<file path="src/rtl/seq_detector_param.sv">
// -----------------------------------------------------------------------------
// seq_detector_param
//
// Parametrised Moore serial sequence detector. Bits on din are shifted into a
// history register on cycles where en=1; when the most recent N samples equal
// the pattern register, the FSM enters HIT for one cycle and the saturating
// match counter is bumped. The pattern can be replaced at run time with load.
//
// Parameters:
//   N        pattern length in bits (N >= 2)
//   PATTERN  pattern used after reset, MSB is the first bit received
//   OVERLAP  1: history kept across a match, 0: history discarded on a match
//   CNT_W    width of the match counter
//
// Ports:
//   clk        clock, rising edge
//   rst        asynchronous active-low reset
//   en         sample enable for din
//   din        serial data bit
//   load       load pat_in into the pattern register (wins over en)
//   pat_in     new pattern, MSB first
//   clr_cnt    synchronous clear of match_cnt
//   dout       registered match pulse, high only in HIT
//   match_cnt  saturating number of matches
// -----------------------------------------------------------------------------
module seq_detector_param #(
  parameter int unsigned    N       = 4,
  parameter logic [N-1:0]   PATTERN = N'(4'b1001),
  parameter bit             OVERLAP = 1'b1,
  parameter int unsigned    CNT_W   = 8
) (
  input  logic             clk,
  input  logic             rst,
  input  logic             en,
  input  logic             din,
  input  logic             load,
  input  logic [N-1:0]     pat_in,
  input  logic             clr_cnt,
  output logic             dout,
  output logic [CNT_W-1:0] match_cnt
);

  // Fill counter must hold the value N itself.
  localparam int unsigned FW = $clog2(N + 1);

  typedef enum logic [1:0] {
    IDLE = 2'b00,
    RUN  = 2'b01,
    HIT  = 2'b10
  } state_e;

  state_e             state_q, state_d;
  logic [N-1:0]       hist_q,  hist_d;
  logic [FW-1:0]      fill_q,  fill_d;
  logic [N-1:0]       pat_q,   pat_d;
  logic [CNT_W-1:0]   cnt_q,   cnt_d;
  logic               dout_q,  dout_d;

  logic               sampling;
  logic               match_ev;
  logic [N-1:0]       shifted;
  logic [FW-1:0]      fill_inc;

  // A sample is only taken once the FSM has left IDLE; a load on the same
  // cycle swallows the bit.
  assign sampling = ((state_q == RUN) || (state_q == HIT)) && en && !load;
  assign shifted  = {hist_q[N-2:0], din};
  assign fill_inc = (fill_q == FW'(N)) ? fill_q : fill_q + FW'(1);
  // The fill qualifier keeps the all-zero reset history from matching a
  // pattern such as 0001 before N real bits have been seen.
  assign match_ev = sampling && (shifted == pat_q) && (fill_q >= FW'(N - 1));

  always_comb begin
    // NOTE: every variable gets a default before any branch, so no path
    // leaves a value unassigned and no latch is inferred.
    state_d = state_q;
    hist_d  = hist_q;
    fill_d  = fill_q;
    pat_d   = pat_q;
    cnt_d   = cnt_q;

    unique case (state_q)
      IDLE: state_d = RUN;
      RUN, HIT: begin
        state_d = RUN;
        if (sampling) begin
          hist_d = shifted;
          fill_d = fill_inc;
          if (match_ev) begin
            state_d = HIT;
            if (!OVERLAP) fill_d = '0;
          end
        end
      end
      default: state_d = IDLE;
    endcase

    if (load) begin
      pat_d   = pat_in;
      fill_d  = '0;
      state_d = RUN;
    end

    // A clear coinciding with a match leaves exactly that one match counted.
    if (match_ev) begin
      if (clr_cnt)           cnt_d = CNT_W'(1);
      else if (cnt_q != '1)  cnt_d = cnt_q + CNT_W'(1);
    end else if (clr_cnt) begin
      cnt_d = '0;
    end

    // Output is registered alongside the state so dout mirrors HIT exactly.
    dout_d = (state_d == HIT);
  end

  always_ff @(posedge clk or negedge rst) begin
    if (!rst) begin
      state_q <= IDLE;
      hist_q  <= '0;
      fill_q  <= '0;
      pat_q   <= PATTERN;
      cnt_q   <= '0;
      dout_q  <= 1'b0;
    end else begin
      // NOTE: non-blocking assignments so every register updates from the
      // values present before the edge, independent of statement order.
      state_q <= state_d;
      hist_q  <= hist_d;
      fill_q  <= fill_d;
      pat_q   <= pat_d;
      cnt_q   <= cnt_d;
      dout_q  <= dout_d;
    end
  end

  assign dout      = dout_q;
  assign match_cnt = cnt_q;

endmodule

</file>
<file path="config.mk">
export PLATFORM = sky130hd
export DESIGN_NAME = seq_detector_param
export DESIGN_NICKNAME = d
export VERILOG_FILES = /design/src/rtl/seq_detector_param.sv
export SDC_FILE = /design/constraint.sdc
export NUM_CORES = 1
export LEC_CHECK = 0
export ABC_CLOCK_PERIOD_IN_PS = 2500
export CAP_MARGIN = 5
export CORE_MARGIN = 5
export CORE_UTILIZATION = 51
export CTS_CLUSTER_DIAMETER = 30
export DETAILED_ROUTE_END_ITERATION = 12
export GPL_TIMING_DRIVEN = 0
export HOLD_SLACK_MARGIN = 0.06
export PLACE_DENSITY = 0.77
export RECOVER_POWER = 50
export SYNTH_ARGS = -nofsm -noshare
export SYNTH_HDL_FRONTEND = slang
export SYNTH_SLANG_ARGS = --single-unit
</file>
<file path="constraint.sdc">
create_clock -name clk -period 2.5 [get_ports clk]
set_input_delay 0.625 -clock clk [delete_from_list [all_inputs] [get_ports clk]]
set_output_delay 0.625 -clock clk [all_outputs]
set_load 0.005 [all_outputs]
</file>
==> Yosys cells after proc, flatten, opt, wreduce, memory -nomap -nowiden <==
Cells that the tools add are included.
{ "classes": {"magnitude_cmp": 1, "reduce_logical": 15, "muxes": 12, "n_eq_ne": 7, "add_sub_neg": 2} }
{ "ops": {"columns": ["operator", "n"], "rows": [
  ["$mux 8", 4],
  ["$mux 3", 4],
  ["$add 8x1->8 const B", 1],
  ["$ne 8x8->1 const B", 1],
  ["$reduce_bool 2->1", 4],
  ["$mux 2", 3],
  ["$eq 2x2->1 const B", 2],
  ["$eq 4x4->1", 1],
  ["$logic_and 1x1->1", 4],
  ["$pmux 2 s2", 1],
  ["$reduce_and 2->1", 2],
  ["$add 3x1->3 const B", 1],
  ["$eq 3x3->1 const B", 1],
  ["$ge 3x2->1 const B", 1],
  ["$reduce_and 3->1", 1],
  ["$eq 2x1->1 const B", 1],
  ["$logic_not 2->1", 1],
  ["$ne 2x2->1 const B", 1],
  ["$reduce_or 2->1", 1],
  ["$logic_not 1->1", 1],
  ["$logic_or 1x1->1", 1]
]} }
{ "totals": {"regBits": 21, "in_bits": 10, "out_inout_bits": 9} }

==> Depth between registers and ports, before layout <==
{ "depth": {"depth_word": 11, "mapped_depth": 7, "ltp_nobuf": 6} }

==> Worst setup path after synthesis <==
OpenSTA, ideal clock, no wires.
{ "synth_path": {"kind": "input to register", "from": "in load", "to": "reg cnt_q[5] (netlist: match_cnt[5])", "arrival_ns": 2.219, "setup_time_ns": 0.125, "path_slack_ns": 0.156, "path_stages": 6, "cell_sequence": "buf_6 nand3b_4 or4_4 buf_6 nor4_1 mux2_2"} }
{ "synth_via": {"elab_chain_cells": 6} }
{ "synth_lines": {"columns": ["item", "line", "rtl"], "rows": [
  ["start: declaration", "36", "input logic load,"],
  ["$logic_not 1->1 *", "66", "assign sampling = ((state_q == RUN) || (state_q == HIT)) && en && !load;"],
  ["$logic_and 1x1->1 *", "66", null],
  ["$logic_and 1x1->1 * (2 in a row)", "71", "assign match_ev = sampling && (shifted == pat_q) && (fill_q >= FW'(N - 1));"],
  ["$reduce_bool 2->1 (no source line)", null, null],
  ["$reduce_and 2->1 (no source line)", null, null],
  ["end signal: assignment", "131", "cnt_q <= cnt_d;"],
  ["end: declaration", "56", "logic [CNT_W-1:0] cnt_q, cnt_d;"]
]} }
Every way passes the cells marked *; elsewhere a longest branch is shown, timed or not.
A chain may end at the register's enable or synchronous reset.

==> Final worst setup path <==
{ "layout_path": {"from": "in en", "to": "reg cnt_q[4] (netlist: match_cnt[4])"} }
{ "layout_via": {"elab_chain_cells": 6} }
{ "layout_lines": {"columns": ["item", "line", "rtl"], "rows": [
  ["start: declaration", "34", "input logic en,"],
  ["$logic_and 1x1->1 * (2 in a row)", "66", null],
  ["$logic_and 1x1->1 * (2 in a row)", "71", null],
  ["$reduce_bool 2->1 (no source line)", null, null],
  ["$reduce_and 2->1 (no source line)", null, null]
]} }
Marked as above.

==> impl_metrics.prom <==
# TYPE chip_impl_metric gauge
chip_impl_metric{name="rrSetupSlack",unit="ps"} 170
chip_impl_metric{name="drt_drc_violations_left",unit=""} 0
chip_impl_metric{name="synth_sequential_area_ratio",unit="%"} 46.3
chip_impl_metric{name="finished_core_util",unit="%"} 63.4
chip_impl_metric{name="globalRouteTotalUtil",unit="%"} 15.6
chip_impl_metric{name="clk_pin_slew",unit="ps"} 120
chip_impl_metric{name="power.share.clock",unit="%"} 23.6
chip_impl_metric{name="vdd_drop_max",unit="mV"} 0.358
chip_impl_metric{name="core_region_area",unit="um^2"} 2170
chip_impl_info{name="dominantRegCellSynth",value="sky130_fd_sc_hd__dfrtp_1"} 1
chip_impl_info{name="yosysMostFrequentCell",value="sky130_fd_sc_hd__dfrtp_1"} 1
chip_impl_info{name="yosys-top-cells-area",value="sky130_fd_sc_hd__dfrtp_1 42%, sky130_fd_sc_hd__mux2_2 7.9%, sky130_fd_sc_hd__ha_1 6.6%"} 1
chip_impl_metric{name="hold-path-cell-count",unit=""} 2
chip_impl_metric{name="power_leakage",unit="nW"} 0.589
chip_impl_metric{name="htree_levels",unit=""} 1
chip_impl_metric{name="ys_warn_count",unit=""} 0
chip_impl_info{name="hold_class",value="in -> reg"} 1
chip_impl_info{name="r2r_end",value="match_cnt[4]"} 1
chip_impl_metric{name="synth.distinct_cells",unit=""} 34
chip_impl_metric{name="power.combinational.fraction",unit="%"} 21.0
chip_impl_info{name="worstReg2RegStart",value="state_q[0]"} 1
chip_impl_metric{name="layout-drive-gt1-share",unit="%"} 15.0
chip_impl_metric{name="fin_worst_skew",unit="ps"} 11.8
chip_impl_metric{name="layout_worst_path_cycle_share",unit="%"} 96.0
chip_impl_metric{name="dpl_worst_slack",unit="ps"} -317
chip_impl_metric{name="slew_viol_final",unit=""} 0
chip_impl_metric{name="setup_violations",unit=""} 0
chip_impl_metric{name="synth_edf_count",unit=""} 0
chip_impl_metric{name="place.port_buffers",unit=""} 16
chip_impl_metric{name="die_x",unit="um"} 57.3
chip_impl_metric{name="grt_first_pass_wirelength",unit="um"} 4070
chip_impl_metric{name="die-area",unit="um^2"} 3280
chip_impl_metric{name="relSlewSlack",unit="%"} 37.8
chip_impl_info{name="yosysTopAreaCell",value="sky130_fd_sc_hd__dfrtp_1"} 1
chip_impl_info{name="synth_top_cells_by_count",value="19 x sky130_fd_sc_hd__dfrtp_1, 9 x sky130_fd_sc_hd__inv_1, 8 x sky130_fd_sc_hd__mux2_2"} 1
chip_impl_metric{name="cts_setup_buffers",unit=""} 0
chip_impl_metric{name="num_io_pins",unit=""} 19
chip_impl_metric{name="fin_worst_hold_slack",unit="ps"} 496
chip_impl_metric{name="place_congestion",unit=""} 0.759
chip_impl_metric{name="worst-endpoint-required",unit="ps"} 2730
chip_impl_metric{name="avgRoutedWirePerCell",unit="um"} 14.3
chip_impl_metric{name="synthDominantCellAreaShare",unit="%"} 41.7
chip_impl_info{name="rsz0062_at_grt",value="false"} 1
chip_impl_metric{name="finalNetCount",unit=""} 144
chip_impl_metric{name="drv.max_cap_violation_count",unit=""} 0
chip_impl_metric{name="arrival",unit="ps"} 2630
chip_impl_metric{name="fin_setup_tns",unit="ps"} 0
chip_impl_metric{name="switching_share",unit="%"} 29.6
chip_impl_metric{name="num_rows",unit=""} 17
chip_impl_info{name="cts_tree",value="yes"} 1
chip_impl_metric{name="power_switching",unit="uW"} 210
chip_impl_metric{name="async_reset_ff_share",unit="%"} 100
chip_impl_metric{name="cts.path.max_buffers",unit=""} 2
chip_impl_info{name="worst-setup-path-type",value="in -> reg"} 1
chip_impl_metric{name="mappedNetlistArea",unit="um^2"} 1140
chip_impl_metric{name="routed-via-count",unit=""} 892
chip_impl_metric{name="power.sequential.fraction",unit="%"} 55.4
chip_impl_metric{name="fp.dieH",unit="um"} 57.3
chip_impl_info{name="clk_root_buffer_cell",value="sky130_fd_sc_hd__clkbuf_4"} 1
chip_impl_metric{name="postLayoutSetupSlackWorst",unit="ps"} 99.3
chip_impl_metric{name="intPower",unit="uW"} 499
chip_impl_metric{name="routed_wl",unit="um"} 2210
chip_impl_metric{name="hpwlAfterDp",unit="um"} 1650
chip_impl_metric{name="netlist_instances",unit=""} 107
chip_impl_metric{name="dr.pass1.iters",unit=""} 4
chip_impl_metric{name="timing_worst_slew_pin_value",unit="ps"} 930
chip_impl_metric{name="num_antenna_cells",unit=""} 0
chip_impl_metric{name="ys_seq_elements",unit=""} 21
chip_impl_metric{name="post_dr_vias_cell",unit=""} 5.75
chip_impl_metric{name="antenna_found_initial",unit=""} 0
chip_impl_info{name="worstSetupEndpointType",value="flop"} 1
chip_impl_metric{name="initial_util",unit="%"} 52.5
chip_impl_metric{name="max_clock_freq",unit="MHz"} 417
chip_impl_metric{name="first_iter_violations",unit=""} 13
chip_impl_info{name="run_status",value="finished clean"} 1
chip_impl_metric{name="area_growth_syn_to_layout",unit="%"} 20.7
chip_impl_metric{name="cellPowerDensity",unit="nW/um^2"} 515
chip_impl_metric{name="avgSynthCellArea",unit="um^2"} 10.7
chip_impl_metric{name="ff2ff_path_depth",unit=""} 7
chip_impl_info{name="critical_path.startpoint_type",value="input port"} 1
chip_impl_metric{name="grt_start_max_net_pins",unit=""} 22
chip_impl_metric{name="cts-buffers-inserted",unit=""} 3
chip_impl_metric{name="syn-num-nets",unit=""} 123
chip_impl_metric{name="cp_max_fo",unit=""} 10
chip_impl_info{name="worstHoldStart",value="load"} 1
chip_impl_metric{name="overflow",unit=""} 0
chip_impl_metric{name="ant_nets",unit=""} 0
chip_impl_metric{name="cts_sinks",unit=""} 21
chip_impl_metric{name="final-hold-violation-count",unit=""} 0
chip_impl_info{name="hold-path-endpoint",value="fill_q[0]"} 1
chip_impl_metric{name="fin_crit",unit="ps"} 2400
chip_impl_metric{name="first_global_vias",unit=""} 930
chip_impl_metric{name="insertion_delay",unit="ps"} 310
[power by group through the flow]
stage | Clock [mW] | Combinational [mW] | Sequential [mW]
3_5_place_dp | 0 | 0.147 | 0.400
5_1_grt | 0.185 | 0.170 | 0.397
3_3_place_gp | 0 | 0.140 | 0.397
6_report | 0.167 | 0.148 | 0.393
2_1_floorplan | 0 | 0.107 | 0.394
4_1_cts | 0.171 | 0.148 | 0.393
[through the flow]
| stage | power, mW | instance area [um^2] | instances |
|---|---|---|---|
| floorplan | 0.500 | 1140 | 107 |
| global placement | 0.537 | 1340 | 151 |
| detailed placement | 0.547 | 1340 | 151 |
| CTS | 0.713 | 1360 | 155 |
| global route | 0.751 | 1380 | 155 |
| finish | 0.708 | 1380 | 155 |
[metal layers]
layer | vias to the layer above | part of all wire (%) | GRT usage (%)
met4 | 0 | 1.1 | 5.96
met3 | 3 | 5.2 | 2.71
met2 | 22 | 51 | 26.4
li1 | 427 | - | -
met1 | 440 | 43 | 19.9
met5 | - | 0 | 0
[layout by cell type (no fill, tap or decap), drive strengths merged, types with 2 or more instances in the layout]
cell	instances
dfrtp	19
clkdlybuf4s50	11
inv	9
mux2	8
a21oi	7
nand3	7
ha	6
nor2	5
dlygate4sd3	5
or4	5
clkbuf	5
nand2	4
o31ai	4
xnor2	3
nor3	3
buf	3
a211oi	2
xor2	2
o21ai	2
dfstp	2
nor4	2
[worst max path at each step]
stage | start | to | slack, ps
2_1_floorplan | load | match_cnt[5] | 160
3_3_place_gp | en | match_cnt[5] | -330
3_5_place_dp | en | match_cnt[5] | -320
4_1_cts | en | match_cnt[5] | 7
5_1_grt | en | match_cnt[5] | 30
6_report | en | match_cnt[4] | 100
[state kept, by name, indices dropped and copies added (netlist names)]
| name | cells |
|---|---|
| match_cnt | 8 |
| pat_q | 4 |
| fill_q | 3 |
| hist_q | 3 |
| state_q | 2 |
| dout | 1 |
[cell families (layout without fill, tap and decap cells)]
group                      after synthesis  count (layout)  share of synthesized area [%]
and+or+nand+nor                         33              33                           17.1
adders and majority gates                6               6                           6.59
xor gates and xnor gates                 5               5                           3.84
AOI/OAI and AO/OA                       20              20                           11.7
DFF                                     21              21                           46.3
buffers and inverters                   13              33                           5.60
muxes                                    9               9                           8.78
[critical path, stage by stage]
cell and delay [ps]:
sky130_fd_sc_hd__clkdlybuf4s50_1 530, sky130_fd_sc_hd__nand3b_4 120, sky130_fd_sc_hd__or4_4 560, sky130_fd_sc_hd__buf_6 160, sky130_fd_sc_hd__or4_1 490, sky130_fd_sc_hd__a21oi_1 150
[timing repair]
item / in CTS / in global routing
endpoints found under the setup margin: 0 / 1
hold buffers: 0 / 0
gates resized for setup: 0 / 2
[layout make-up]
type                    count  area (um^2)
fillers                   194          793
multi-input cells          73          563
flip-flops and latches     21          528
repair buffers             16          160
well taps                  28         35.0
inverters                   9         33.8
plain buffers               4         30.0
clock buffers               4         26.3
(Power assumes the default switching activity.)
